[config.mk]
export PLATFORM = sky130hd
export DESIGN_NAME = vedic_mul_pipe
export DESIGN_NICKNAME = d
export VERILOG_FILES = /design/src/rtl/vedic_pkg.sv /design/src/rtl/vedic_4bits.sv /design/src/rtl/vedic_combine.sv /design/src/rtl/vedic_mul_pipe.sv
export SDC_FILE = /design/constraint.sdc
export NUM_CORES = 1
export LEC_CHECK = 0
export ABC_AREA = 1
export CAP_MARGIN = 20
export CORE_MARGIN = 10
export CORE_UTILIZATION = 41
export DETAILED_ROUTE_END_ITERATION = 12
export GPL_TIMING_DRIVEN = 0
export PLACE_DENSITY = 0.61
export SYNTH_ARGS = -nofsm -noshare
export SYNTH_HDL_FRONTEND = slang
export SYNTH_SLANG_ARGS = --single-unit
[constraint.sdc]
create_clock -name CLK -period 3.9 [get_ports CLK]
set_input_delay 0.585 -clock CLK [delete_from_list [all_inputs] [get_ports CLK]]
set_output_delay 0.585 -clock CLK [all_outputs]
set_load 0.01 [all_outputs]
[src/rtl/vedic_pkg.sv]
`default_nettype none
// ============================================================================
//  Module      : vedic_pkg
//  Description : Shared constants and elaboration-time helpers for the
//                pipelined Vedic multiplier. The helpers size the leaf grid,
//                the number of combine levels and the packed layout of the
//                per-level sub-product bus.
//  Revision    : 1.0 - initial release
// ============================================================================
package vedic_pkg;

    // Operand width handled by one Urdhva-Tiryagbhyam leaf.
    localparam int LEAF_W = 4;

    // Ceiling log2; clog2(1) = 0.
    function automatic int clog2(input int value);
        int r;
        int v;
        r = 0;
        v = value - 1;
        while (v > 0) begin
            r = r + 1;
            v = v >> 1;
        end
        return r;
    endfunction

    // Number of recursive combine levels above the 4x4 leaves.
    function automatic int num_levels(input int width);
        return clog2(width / LEAF_W);
    endfunction

    // Total bits of all sub-products held at level k. Level k holds
    // (width/n)^2 products of 2n bits, where n = LEAF_W << k.
    function automatic int lvl_bits(input int width, input int k);
        return (2 * width * width) / (LEAF_W << k);
    endfunction

    // Bit offset of level k inside the concatenated sub-product bus.
    function automatic int lvl_off(input int width, input int k);
        int s;
        s = 0;
        for (int j = 0; j < k; j++) begin
            s = s + lvl_bits(width, j);
        end
        return s;
    endfunction

endpackage
`default_nettype wire

[src/rtl/vedic_4bits.sv]
`default_nettype none
// ============================================================================
//  Module      : vedic_4bits
//  Description : Combinational 4x4 unsigned Urdhva-Tiryagbhyam multiplier.
//                Each output column sums the vertical/crosswise partial
//                products whose bit indices add up to that column.
//  Ports       : i_a [3:0]  multiplicand
//                i_b [3:0]  multiplier
//                o_p [7:0]  unsigned product
//  Revision    : 1.0 - initial release
// ============================================================================
module vedic_4bits (
    input  logic [3:0] i_a,
    input  logic [3:0] i_b,
    output logic [7:0] o_p
);

    // Column sums, each sized to its largest possible count.
    logic       w_c0;
    logic [1:0] w_c1;
    logic [1:0] w_c2;
    logic [2:0] w_c3;
    logic [1:0] w_c4;
    logic [1:0] w_c5;
    logic       w_c6;

    assign w_c0 = i_a[0] & i_b[0];
    assign w_c1 = {1'b0, i_a[1] & i_b[0]} + {1'b0, i_a[0] & i_b[1]};
    assign w_c2 = {1'b0, i_a[2] & i_b[0]} + {1'b0, i_a[1] & i_b[1]}
                + {1'b0, i_a[0] & i_b[2]};
    assign w_c3 = {2'b00, i_a[3] & i_b[0]} + {2'b00, i_a[2] & i_b[1]}
                + {2'b00, i_a[1] & i_b[2]} + {2'b00, i_a[0] & i_b[3]};
    assign w_c4 = {1'b0, i_a[3] & i_b[1]} + {1'b0, i_a[2] & i_b[2]}
                + {1'b0, i_a[1] & i_b[3]};
    assign w_c5 = {1'b0, i_a[3] & i_b[2]} + {1'b0, i_a[2] & i_b[3]};
    assign w_c6 = i_a[3] & i_b[3];

    // Weighted sum of the columns resolves all carries.
    assign o_p = {7'b0, w_c0}
               + {5'b0, w_c1, 1'b0}
               + {4'b0, w_c2, 2'b0}
               + {2'b0, w_c3, 3'b0}
               + {2'b0, w_c4, 4'b0}
               + {1'b0, w_c5, 5'b0}
               + {1'b0, w_c6, 6'b0};

endmodule
`default_nettype wire

[src/rtl/vedic_combine.sv]
`default_nettype none
// ============================================================================
//  Module      : vedic_combine
//  Description : Combinational recombination of four N x N sub-products into
//                one 2N x 2N product: P = ll + (hl << N) + (lh << N) +
//                (hh << 2N). All terms are zero-extended to 4N bits, which
//                is exactly wide enough for the full product.
//  Ports       : i_ll [2N-1:0]  low(A)  x low(B)
//                i_hl [2N-1:0]  high(A) x low(B)
//                i_lh [2N-1:0]  low(A)  x high(B)
//                i_hh [2N-1:0]  high(A) x high(B)
//                o_p  [4N-1:0]  combined product
//  Revision    : 1.0 - initial release
// ============================================================================
module vedic_combine #(
    parameter int N = 4
) (
    input  logic [2*N-1:0] i_ll,
    input  logic [2*N-1:0] i_hl,
    input  logic [2*N-1:0] i_lh,
    input  logic [2*N-1:0] i_hh,
    output logic [4*N-1:0] o_p
);

    assign o_p = {{(2*N){1'b0}}, i_ll}
               + {{N{1'b0}}, i_hl, {N{1'b0}}}
               + {{N{1'b0}}, i_lh, {N{1'b0}}}
               + {i_hh, {(2*N){1'b0}}};

endmodule
`default_nettype wire

[src/rtl/vedic_mul_pipe.sv]
`default_nettype none
// ============================================================================
//  Module      : vedic_mul_pipe
//  Description : Pipelined signed/unsigned Vedic multiplier with valid/ready
//                handshake and sideband tag. Stages:
//                  S1      operand magnitudes, result sign, tag
//                  S2      all 4x4 leaf products
//                  S3..    one register per recursive combine level
//                  final   conditional negation into Q
//                Latency is 3 + log2(WIDTH/4) cycles. A single global enable
//                (output empty or being taken) advances every stage at once,
//                so bubbles move with the data and are never squeezed out.
//                IN_READY therefore depends combinationally on OUT_READY.
//  Ports       : CLK, RST             clock, synchronous active-high reset
//                IN_VALID/IN_READY    operand handshake
//                A, B [WIDTH-1:0]     operands
//                SIGNED               1 = two's complement operands
//                TAG [TAG_W-1:0]      sideband id returned with the result
//                OUT_VALID/OUT_READY  result handshake
//                Q [2*WIDTH-1:0]      product
//                OUT_TAG [TAG_W-1:0]  tag of the product on Q
//                BUSY                 any stage holds a valid operation
//  Revision    : 1.0 - initial release
// ============================================================================
module vedic_mul_pipe
    import vedic_pkg::*;
#(
    parameter int WIDTH = 16,
    parameter int TAG_W = 4
) (
    input  logic               CLK,
    input  logic               RST,
    input  logic               IN_VALID,
    output logic               IN_READY,
    input  logic [WIDTH-1:0]   A,
    input  logic [WIDTH-1:0]   B,
    input  logic               SIGNED,
    input  logic [TAG_W-1:0]   TAG,
    output logic               OUT_VALID,
    input  logic               OUT_READY,
    output logic [2*WIDTH-1:0] Q,
    output logic [TAG_W-1:0]   OUT_TAG,
    output logic               BUSY
);

    localparam int LEVELS  = num_levels(WIDTH);
    localparam int NSTG    = 3 + LEVELS;
    localparam int GL      = WIDTH / LEAF_W;
    localparam int L0_BITS = lvl_bits(WIDTH, 0);
    localparam int TOTAL   = lvl_off(WIDTH, LEVELS + 1);
    localparam int FIN_OFF = lvl_off(WIDTH, LEVELS);

    logic                 w_en;
    logic                 w_acc;
    logic                 w_neg;
    logic [WIDTH-1:0]     w_mag_a;
    logic [WIDTH-1:0]     w_mag_b;
    logic [L0_BITS-1:0]   w_leaf;
    logic [TOTAL-1:0]     w_lvl;     // registered sub-products of every level
    logic [2*WIDTH-1:0]   w_pfin;

    logic [NSTG-1:0]      r_vld;     // r_vld[NSTG-1] is OUT_VALID
    logic [NSTG-2:0]      r_neg;     // sign travels with its operands
    logic [TAG_W-1:0]     r_tag [NSTG];
    logic [WIDTH-1:0]     r_mag_a;
    logic [WIDTH-1:0]     r_mag_b;
    logic [L0_BITS-1:0]   r_leaf;
    logic [2*WIDTH-1:0]   r_q;

    assign w_en     = ~r_vld[NSTG-1] | OUT_READY;
    assign IN_READY = w_en;
    assign w_acc    = IN_VALID & w_en;

    // Magnitudes: the most negative operand maps to 2^(WIDTH-1), which still
    // fits in WIDTH unsigned bits, so no extra width is needed.
    assign w_neg   = SIGNED & (A[WIDTH-1] ^ B[WIDTH-1]);
    assign w_mag_a = (SIGNED & A[WIDTH-1]) ? -A : A;
    assign w_mag_b = (SIGNED & B[WIDTH-1]) ? -B : B;

    // Control, S1 and final stage.
    always_ff @(posedge CLK) begin
        if (RST) begin
            r_vld   <= '0;
            r_neg   <= '0;
            r_mag_a <= '0;
            r_mag_b <= '0;
            r_q     <= '0;
            for (int s = 0; s < NSTG; s++) begin
                r_tag[s] <= '0;
            end
        end else if (w_en) begin
            r_vld    <= {r_vld[NSTG-2:0], w_acc};
            r_neg    <= {r_neg[NSTG-3:0], w_neg};
            r_tag[0] <= TAG;
            for (int s = 1; s < NSTG; s++) begin
                r_tag[s] <= r_tag[s-1];
            end
            r_mag_a  <= w_mag_a;
            r_mag_b  <= w_mag_b;
            r_q      <= r_neg[NSTG-2] ? -w_pfin : w_pfin;
        end
    end

    // S2: leaf grid. Leaf (i, j) multiplies nibble i of |A| by nibble j of |B|.
    for (genvar gi = 0; gi < GL; gi++) begin : g_leaf_row
        for (genvar gj = 0; gj < GL; gj++) begin : g_leaf_col
            vedic_4bits u_leaf (
                .i_a (r_mag_a[gi*LEAF_W +: LEAF_W]),
                .i_b (r_mag_b[gj*LEAF_W +: LEAF_W]),
                .o_p (w_leaf[(gi*GL + gj)*2*LEAF_W +: 2*LEAF_W])
            );
        end
    end

    always_ff @(posedge CLK) begin
        if (RST) begin
            r_leaf <= '0;
        end else if (w_en) begin
            r_leaf <= w_leaf;
        end
    end

    assign w_lvl[0 +: L0_BITS] = r_leaf;

    // S3..: each level merges 2x2 neighbouring blocks of the level below.
    for (genvar k = 1; k <= LEVELS; k++) begin : g_level
        localparam int N    = LEAF_W << (k - 1);   // sub-operand width below
        localparam int G    = WIDTH / (2 * N);      // grid size at this level
        localparam int GP   = 2 * G;                // grid size below
        localparam int POFF = lvl_off(WIDTH, k - 1);
        localparam int COFF = lvl_off(WIDTH, k);
        localparam int BITS = lvl_bits(WIDTH, k);

        logic [BITS-1:0] w_c;
        logic [BITS-1:0] r_c;

        for (genvar gi = 0; gi < G; gi++) begin : g_row
            for (genvar gj = 0; gj < G; gj++) begin : g_col
                vedic_combine #(.N(N)) u_comb (
                    .i_ll (w_lvl[POFF + ((2*gi)  *GP + 2*gj  )*2*N +: 2*N]),
                    .i_hl (w_lvl[POFF + ((2*gi+1)*GP + 2*gj  )*2*N +: 2*N]),
                    .i_lh (w_lvl[POFF + ((2*gi)  *GP + 2*gj+1)*2*N +: 2*N]),
                    .i_hh (w_lvl[POFF + ((2*gi+1)*GP + 2*gj+1)*2*N +: 2*N]),
                    .o_p  (w_c[(gi*G + gj)*4*N +: 4*N])
                );
            end
        end

        always_ff @(posedge CLK) begin
            if (RST) begin
                r_c <= '0;
            end else if (w_en) begin
                r_c <= w_c;
            end
        end

        assign w_lvl[COFF +: BITS] = r_c;
    end

    assign w_pfin    = w_lvl[FIN_OFF +: 2*WIDTH];

    assign Q         = r_q;
    assign OUT_VALID = r_vld[NSTG-1];
    assign OUT_TAG   = r_tag[NSTG-1];
    assign BUSY      = |r_vld;

endmodule
`default_nettype wire

* Word level (Yosys, flattened, before mapping)
Memory sizes are Yosys's and may differ from the RTL's.
Index checks and enable logic that the tools add are counted.
** Storage, ports and cells
- Register bits :: 297
- Bits in writable memories :: 20
- Bits of input ports :: 41
- Output and inout bits :: 39
- Word-level logic and storage cells :: 549
- Memories kept :: 1
** Operators by class
- $add $sub $neg :: 258
- Muxes and demuxes :: 13
- Bitwise gates (word level) :: 268
- Reductions and logical operators :: 1
** Memories
- r_tag :: words 5, bits a word 4, rd ports 5, clocked after memory_dff 0, write ports 5, line vedic_mul_pipe.sv:64 : logic [TAG_W-1:0] r_tag [NSTG];
** Operators with widths (number)
- AND 1 bit :: 260
- adder 8 x 6 -> 8 bit :: 32
- adder 8 x 7 -> 8 bit :: 32
- adder 1 x 1 -> 2 bit :: 80
- adder 8 x 4 -> 8 bit :: 16
- adder 3 x 1 -> 3 bit :: 32
- adder 1 x 3 -> 4 bit :: 16
- adder 16 x 12 -> 16 bit :: 4
- adder 16 bit :: 4
- adder 2 x 1 -> 2 bit :: 32
- adder 8 x 12 -> 13 bit :: 4
- adder 32 x 24 -> 32 bit :: 1
- adder 32 bit :: 1
- 2-to-1 mux 16 bit :: 2
- 2-to-1 mux 32 bit :: 1
- negation 16 bit :: 2
- negation 32 bit :: 1
- adder 16 x 24 -> 25 bit :: 1
- 2-to-1 mux 4 bit :: 5
- bitwise OR 1 bit :: 6
- 2-to-1 mux 1 bit :: 5
- OR reduction 5 bit :: 1
- NOT 1 bit :: 1
- bitwise XOR 1 bit :: 1

* Longest topological paths before layout
Gate-level depths: netlist (run 1).
- Depth in word-level cells :: 8
- Mapped depth :: 22
- Mapped depth without buffers :: 22

* By module
From an unflattened synthesis (run 1), not the netlist that was laid out.
** Second synthesis, totals
- Cells, all modules :: 3073
- Area, all modules :: 23364.9 um^2
** Modules (own cells, without submodules)
- vedic_mul_pipe :: times used 1, cells each 1232, area each 11579.9 um^2, seq. area each 6546.3 um^2
- vedic_4bits :: times used 16, cells each 67, area each 445.4 um^2, seq. area each 0.0 um^2
- vedic_combine at g_level[2].g_row[0].g_col[0].u_comb :: times used 1, cells each 313, area each 1773.0 um^2, seq. area each 0.0 um^2
- vedic_combine at g_level[1].g_row[0].g_col[0].u_comb ... :: times used 2, cells each 114, area each 726.9 um^2, seq. area each 0.0 um^2
- vedic_combine at g_level[1].g_row[1].g_col[0].u_comb ... :: times used 2, cells each 114, area each 715.7 um^2, seq. area each 0.0 um^2

* Worst setup path after synthesis (run 1)
No wires, ideal clock.
- Kind :: flip-flop to flip-flop
- Start :: register g_level[1].r_c[8]
- End :: register g_level[2].r_c[25]
- Setup time :: 113 ps
- Arrival :: 3172 ps
- Required time :: 3787 ps
- Path slack :: 614 ps
- Cell stages (with the launch flop) :: 21
- Buffers on the path :: 0
- Clock period less this slack :: 3286 ps
- Cell sequence :: dfxtp_1 -> ha_1 -> inv_1 -> fa_1 -> o21ai_1 -> nand2_1 -> nand3_1 -> nand2_1 -> nor2_1 -> xor2_1 -> fa_1 -> inv_1 -> ha_1 -> nand2_1 -> inv_1 -> a21oi_1 -> nor2_1 -> nor2_1 -> nand3b_1 -> nand3_1 -> nand2_1
** Between the ends
- Word-level cells in the longest chain between the ends :: 3
** RTL lines
- start: declaration :: line vedic_mul_pipe.sv:135 : logic [BITS-1:0] r_c;
- start signal: assignment :: line vedic_mul_pipe.sv:153 : r_c <= w_c;
- adder 16 x 24 -> 25 bit :: line vedic_combine.sv:26 : + {{N{1'b0}}, i_hl, {N{1'b0}}}
- adder 32 x 24 -> 32 bit :: line vedic_combine.sv:27 : + {{N{1'b0}}, i_lh, {N{1'b0}}}
- adder 32 bit :: line vedic_combine.sv:28 : + {i_hh, {(2*N){1'b0}}};
- end signal: assignment :: line vedic_mul_pipe.sv:153
- end: declaration :: line vedic_mul_pipe.sv:135
Every way passes these cells.
A chain may end at the register's enable or synchronous reset.

* Worst setup path after layout (run 1)
- Start :: register r_mag_b[1]
- End :: register r_leaf[103]
** Between the ends
- Word-level cells in the longest chain between the ends :: 8
- Elaborated cells between the ends (all ways) :: 18
- Classes of those cells :: add/sub (14); bitwise (4)
** RTL lines
- start: declaration :: line vedic_mul_pipe.sv:66 : logic [WIDTH-1:0] r_mag_b;
- start signal: assignment :: line vedic_mul_pipe.sv:99 : r_mag_b <= w_mag_b;
- AND 1 bit (on tied branches) :: line vedic_4bits.sv:28, vedic_4bits.sv:29, vedic_4bits.sv:31
- adder 1 x 1 -> 2 bit (on tied branches) :: line vedic_4bits.sv:28, vedic_4bits.sv:29, vedic_4bits.sv:31
- adder 1 x 3 -> 4 bit, or another cell as far along :: line vedic_4bits.sv:40 : + {5'b0, w_c1, 1'b0}
- adder 8 x 4 -> 8 bit or adder 3 x 1 -> 3 bit (tied branches) :: line vedic_4bits.sv:41, vedic_4bits.sv:32
- adder 8 x 6 -> 8 bit :: line vedic_4bits.sv:42 : + {2'b0, w_c3, 3'b0}
- adder 8 x 6 -> 8 bit * :: line vedic_4bits.sv:43 : + {2'b0, w_c4, 4'b0}
- adder 8 x 7 -> 8 bit * :: line vedic_4bits.sv:44 : + {1'b0, w_c5, 5'b0}
- adder 8 x 7 -> 8 bit * :: line vedic_4bits.sv:45 : + {1'b0, w_c6, 6'b0};
- end signal: assignment :: line vedic_mul_pipe.sv:119 : r_leaf <= w_leaf;
- end: declaration :: line vedic_mul_pipe.sv:67 : logic [L0_BITS-1:0] r_leaf;
Every way passes the cells marked *; elsewhere a longest branch is shown, timed or not.

==> results.md, run 1 <==
* Outcome: completed
* Least-Margin Pin Slew at 1000 ps
* Routed Antenna Nets at 0
* Crit share post-route at 0.957
* Share of post-route cells with drive strength above 1 at 0.0549
* # DRC at 0
* Critical Path Start: r_mag_b[1]
* Synth Register Bits at 317
* Max-cap check violation count at 0
* Vias in the first global route at 20193
* Yosys warns at 0
* Via-per-instance ratio at between 5 and 6
* Register area share after synthesis at 0.269
* Setup TNS at 0 ps
* I/O pin count at 80
* Peak supply drop at 347 uV
* H-tree Lvls at 2
* Cell Chain, Critical Path: clkbuf_2 -> nand2_1 -> inv_1 -> ha_1 -> inv_1 -> fa_1 -> inv_1 -> ha_1 -> ha_1 -> fa_1 -> a31oi_1 -> inv_1 -> o21ai_0 -> o21ai_0
* Async S/R FF share, synth at 0
* Row count at 89
* Clk slew on worst S/H paths at 60 ps
* Die Y-Extent at 263 um
* Filler instances at 5946
* Syn_nets at around 3800
* Initial antenna violation count at 2
* Final total power at approximately 0.0094 W
* RSZ-0062 raised after global routing: no
* Crit-path leading delay family: adder cells
* Worst endpoint required time at 4360 ps
* Area Overhead vs Synth at 13.3%
* CP max FO at 10
* Grt ovf at 0
* Mapped cell area at 24300 sq um
* CTS Hold Bufs at 0
* PnR worst setup slack at 168 ps
* RR Startpoint: r_mag_b[1]
* # diodes at 0
* Mapped Cells at 3338
* GPL Wtd Cong at 0.963
* 1st-pass router iterations at 5
* Hold Crit Class: reg -> reg
* Max incr delay on CP at ~670 ps
* Setup violators final at 0
* Floorplan Core Area at between 50000 and 60000 sq um
* Initial DRC count at 1704
* Unique cell type count in the Yosys netlist at 43
* Initial Util at 0.413
* Clk sinks at 317
* Most used cell, CP: inv_1
* WS Path Type: reg -> reg
* Syn_area_per_cell at 7.28 sq um
* Cell Pwr Density at 343 nW/um^2
* CTS buffer count at 40
* Crit path DAT at 4190 ps
* Setup crit start kind: flop
* Final Hold Viols at 0
* GRT Total Usage at 0.212
* DIE AREA at 69400 sq um
* Min-delay src: Q[29]
* First-pass GRT wire length at around 120000 um
* Crit path capture type: flop
* Root buf cell: clkbuf_16
* Clk buf depth at 3
* Post-DP HPWL at 59700 um
* TritonCTS clock tree: done
* Pin count of the biggest net entering global routing at 30
* Layout Skew at 15.9 ps
* Main synth FF type: dfxtp_1
* Final instance area at 27500 sq um
* Placement Cell Area at 26100 sq um
* Vias at 21318
* Max-slew violation count at 0
* Total wire length at 75100 um
* Tmin final at between 3000 and 4000 ps
* Routed len/inst at around 18 um
* Rel. slew slack at 0.333
* Port buffer count at between 70 and 80
* Buf/Inv on CP at 5
* Lkg Pwr at 15.8 nW
* Place WS at -343 ps
* EDFF count, synth at 20
* Clk Latency, worst-skew pair at 590 ps
* Slowest CP cell: dfxtp_1
* Chip width at 263 um
* Layout net count at approximately 3900
* Fmax at 268 MHz
## cells by family after synthesis
logic type	Yosys count	synth area share
AND/OR/NAND/NOR	1222	0.202
buffers and inverters	782	0.129
AO/OA/AOI/OAI	545	0.130
adder cells (fa/ha/maj)	415	0.249
flip-flops	317	0.269
XOR/XNOR	57	0.0205
## worst register-to-register path, cell delays in order, from the launching register on
cell	delay, ps
dfxtp_1	670
clkbuf_2	420
nand2_1	90
inv_1	70
ha_1	220
inv_1	70
fa_1	400
inv_1	70
ha_1	230
ha_1	230
fa_1	410
a31oi_1	190
inv_1	70
o21ai_0	330
o21ai_0	140
## routing by layer
layer,vias to the layer above,track usage,wire length [um]
li1,10804,-,-
met1,9745,0.281,34200
met2,641,0.338,32700
met3,128,0.0326,5290
met4,0,0.0853,2900
met5,-,0,0
## power breakdown
| group | switching, W | internal, W |
|---|---|---|
| logic | 0.00117 | 0.000658 |
| registers | 0.000148 | 0.00347 |
| clock network | 0.00159 | 0.00240 |
## state kept, by name, summed over array words and instances, names as in the netlist
signal,flops
r_tag,20
r_vld,5
Q,32
r_leaf,128
r_mag_a,16
r_neg,4
r_mag_b,16
g_level.r_c,96
## Yosys cell counts (2+ instances only)
cell type,instances,area [sq um]
a21oi_1,148,741
inv_2,3,11.3
a32o_1,18,180
o21ai_1,56,280
fa_1,114,2280
buf_2,29,145
nand4_1,21,131
or2_2,10,62.6
nand3b_1,5,37.5
o32ai_1,4,35.0
nor2_1,168,631
nand2_2,2,12.5
nor2_2,4,25.0
dfxtp_1,297,5950
xnor2_1,19,166
o21bai_1,5,37.5
nand2_1,852,3200
a22o_1,38,333
buf_4,16,120
nor3_1,18,90.1
clkbuf_1,80,300
ha_1,301,3770
o22ai_1,44,275
o21ai_0,185,926
inv_1,639,2400
xor2_1,38,333
a21boi_0,5,37.5
edfxtp_1,20,601
a31oi_1,19,119
nand3_1,137,686
a21o_1,20,150
buf_6,12,135
## layout by cell type (no fill, tap or decap), types with 4 or more instances in the layout
master	n
buf_6	12
o21ai_0	182
inv_1	639
o32ai_1	4
ha_1	299
dfxtp_2	4
o21ai_1	58
xor2_1	38
nor2_2	8
clkinvlp_4	4
xnor2_1	19
o21bai_1	5
clkbuf_1	48
edfxtp_1	20
o22ai_1	44
or2_2	10
fa_1	113
buf_4	16
a21o_1	20
a21boi_0	5
a21oi_1	147
buf_2	30
a31oi_1	19
nor3_1	18
nand3_1	137
nor2_1	163
clkbuf_8	8
clkbuf_2	25
nand3b_1	5
clkdlybuf4s50_1	79
nand2_1	851
clkbuf_16	40
bufinv_16	5
nand4_1	21
dfxtp_1	293
a22o_1	38
a32o_1	18
## through the flow
step | util | instances | hold slack [ps]
2_1_floorplan | - | 3338 | 430
3_3_place_gp | 0.443 | 4190 | 438
3_5_place_dp | 0.443 | 4191 | 441
4_1_cts | 0.468 | 4261 | 454
5_1_grt | 0.468 | 4253 | 471
6_report | 0.468 | 4253 | 449
## path summary, 6_finish.rpt
| kind | to | slack, ps | cells after the start |
|---|---|---|---|
| worst max register to register | r_leaf[103] | 170 | 14 |
| worst min register to register | Q[29] | 450 | 2 |
| worst max-delay path | r_leaf[103] | 170 | 14 |
| worst min-delay path | Q[29] | 450 | 2 |
## final cells by class
class / count / area [sq um] / area share
repair buffers: 80 / 806 / 0.0293
multi-input cells: 2239 / 14600 / 0.532
plain buffers: 128 / 717 / 0.0260
clock buffers: 56 / 1130 / 0.0412
inverters: 643 / 2420 / 0.0878
flip-flops and latches: 317 / 6550 / 0.238
well taps: 773 / 967 / 0.0351
clock inverters: 17 / 283 / 0.0103
## what timing repair did
item / in CTS / in global routing
endpoints found under the setup margin: 22 / 33
setup buffers: 0 / 0
resized for setup: 17 / 48
(Power assumes the default switching activity.)
==> inputs of run 2 (changes only) <==
- clock period: 3.9 -> 3.71 ns (I/O delays scaled with it)
==> results.md, run 2 (same netlist as run 1, synthesis figures left out) <==
* Clk buf depth at 3
* Initial Util at 0.413
* Hold WS at 449 ps
* Grt ovf at 0
* Final Hold Viols at 0
* CTS Hold Bufs at 0
* Cell Pwr Density at 360 nW/um^2
* Initial DRC count at 1710
* Max incr delay on CP at 510 ps
* Crit-path leading delay family: adder cells
* Chip width at 263 um
* Lkg Pwr at about 16 nW
* Total wire length at 75100 um
* Port buffer count at 79
* Most used cell, CP: inv_1
* GRT Total Usage at 0.212
* H-tree Lvls at 2
* Final instance area at 27600 sq um
* Crit share post-route at 0.965
* Gr busiest metal: met2
* Routed len/inst at 17.7 um
* First-pass GRT wire length at 115000 um
* 1st-pass router iterations at 5
* Vias at 21234
* Dpl cells at roughly 4200
* Layout Skew at ~12 ps
* I/O pin count at 80
* Crit path DAT at 4030 ps
* Top reg by flops: r_leaf
* Fmax at between 200 and 300 MHz
* Buf/Inv on CP at 5
* Routed Antenna Nets at 0
* Max-slew violation count at 0
* Area Overhead vs Synth at 13.5%
* Initial antenna violation count at 3
* Row count at 89
* Via-per-instance ratio at 5.01
* Crit path capture type: flop
* Share of post-route cells with drive strength above 1 at 0.0632
* Max reg flops at roughly 130
* Setup crit start kind: flop
* WS Path Type: reg -> reg
* Most frequent cells in the layout: nand2_1 (845), inv_1 (639), ha_1 (296), dfxtp_1 (287), o21ai_0 (178)
* GPL Wtd Cong at 0.963
* Post-DP HPWL at 59700 um
* Floorplan Core Area at slightly below 60000 sq um
* Peak supply drop at around 360 uV
* Rel. slew slack at 0.354
* Met1 Track Usage GR at 0.281
* Layout net count at 3888
* Tmin final at 3580 ps
* Vias in the first global route at 20173
* RSZ-0062 raised after global routing: yes
* Clk sinks at 317
* Clk slew on worst S/H paths at 60 ps
* Slowest CP cell: dfxtp_2
* # DRC at 0
* Outcome: completed
* Post-Layout Cell Count at roughly 4200
* Die Y-Extent at 263 um
* DIE AREA at 69400 sq um
* Cell Chain, Critical Path: clkbuf_2 -> nand2_1 -> inv_1 -> ha_1 -> inv_1 -> fa_1 -> inv_1 -> ha_1 -> ha_1 -> fa_1 -> a31oi_1 -> inv_1 -> o21ai_0 -> o21ai_0
* Met3 usage at 0.0323
* Max-cap check violation count at 0
* Clk Latency, worst-skew pair at 590 ps
* CP max FO at 10
* Leading cell type in the layout, fill and taps excluded: nand2_1
* CTS buffer count at 40
* Worst endpoint required time at around 4200 ps
* Met2 usage at 0.338
* Least-Margin Pin Slew at 968 ps
* Placement Cell Area at 26100 sq um
* Hold Crit Class: reg -> reg
* TritonCTS clock tree: done
* Setup violators final at 0
* Pin count of the biggest net entering global routing at 30
* Root buf cell: clkbuf_16
==> run 2: worst min-delay path: cells and delay by family (launching register included) <==
kind	cells	cell delay [ps]
flops	1	300
simple gates	2	100
==> run 2: stage by stage <==
step / setup slack (ps) / total power [W] / util / setup TNS (ps)
3_3_place_gp: -507 / 0.00574 / 0.443 / -7140
3_5_place_dp: -533 / 0.00575 / 0.443 / -8340
2_1_floorplan: 424 / 0.00508 / - / 0
4_1_cts: 0.258 / 0.00997 / 0.468 / 0
6_report: 130 / 0.00992 / 0.469 / 0
5_1_grt: -20.4 / 0.0104 / 0.469 / -22.8
==> run 2: layer usage <==
metal / vias up / part of all wire
li1: 10776 / -
met1: 9717 / 0.46
met2: 627 / 0.44
met3: 114 / 0.070
met4: 0 / 0.037
met5: - / 0
==> run 2: final cells by class <==
cell class,instances,area [sq um]
Antenna cell,2,5.00
Buffer,110,667
Clock buffer,56,1130
Clock inverter,17,283
Fill cell,5942,31200
Inverter,643,2420
Multi-Input combinational cell,2239,14700
Sequential cell,317,6560
Tap cell,773,967
Timing Repair Buffer,81,813
==> run 2: where the power goes <==
group,switching (W),total (W),internal [W],leakage (nW)
Sequential,0.000203,0.00385,0.00365,2.66
Clock,0.00166,0.00418,0.00252,0.680
Combinational,0.00119,0.00189,0.000694,12.4
==> run 2: path summary, 6_finish.rpt <==
kind | from | to | slack [ps] | depth (start not counted)
min | Q[29] | Q[29] | 450 | 2
max | r_mag_b[0] | r_leaf[103] | 130 | 14
max reg2reg | r_mag_b[0] | r_leaf[103] | 130 | 14
min reg2reg | Q[29] | Q[29] | 450 | 2
==> run 2: timing repair <==
action,4_1_cts,5_1_grt
setup buffers,0,1
endpoints found under the setup margin,50,40
gates resized for setup,36,65
pin swaps,0,4
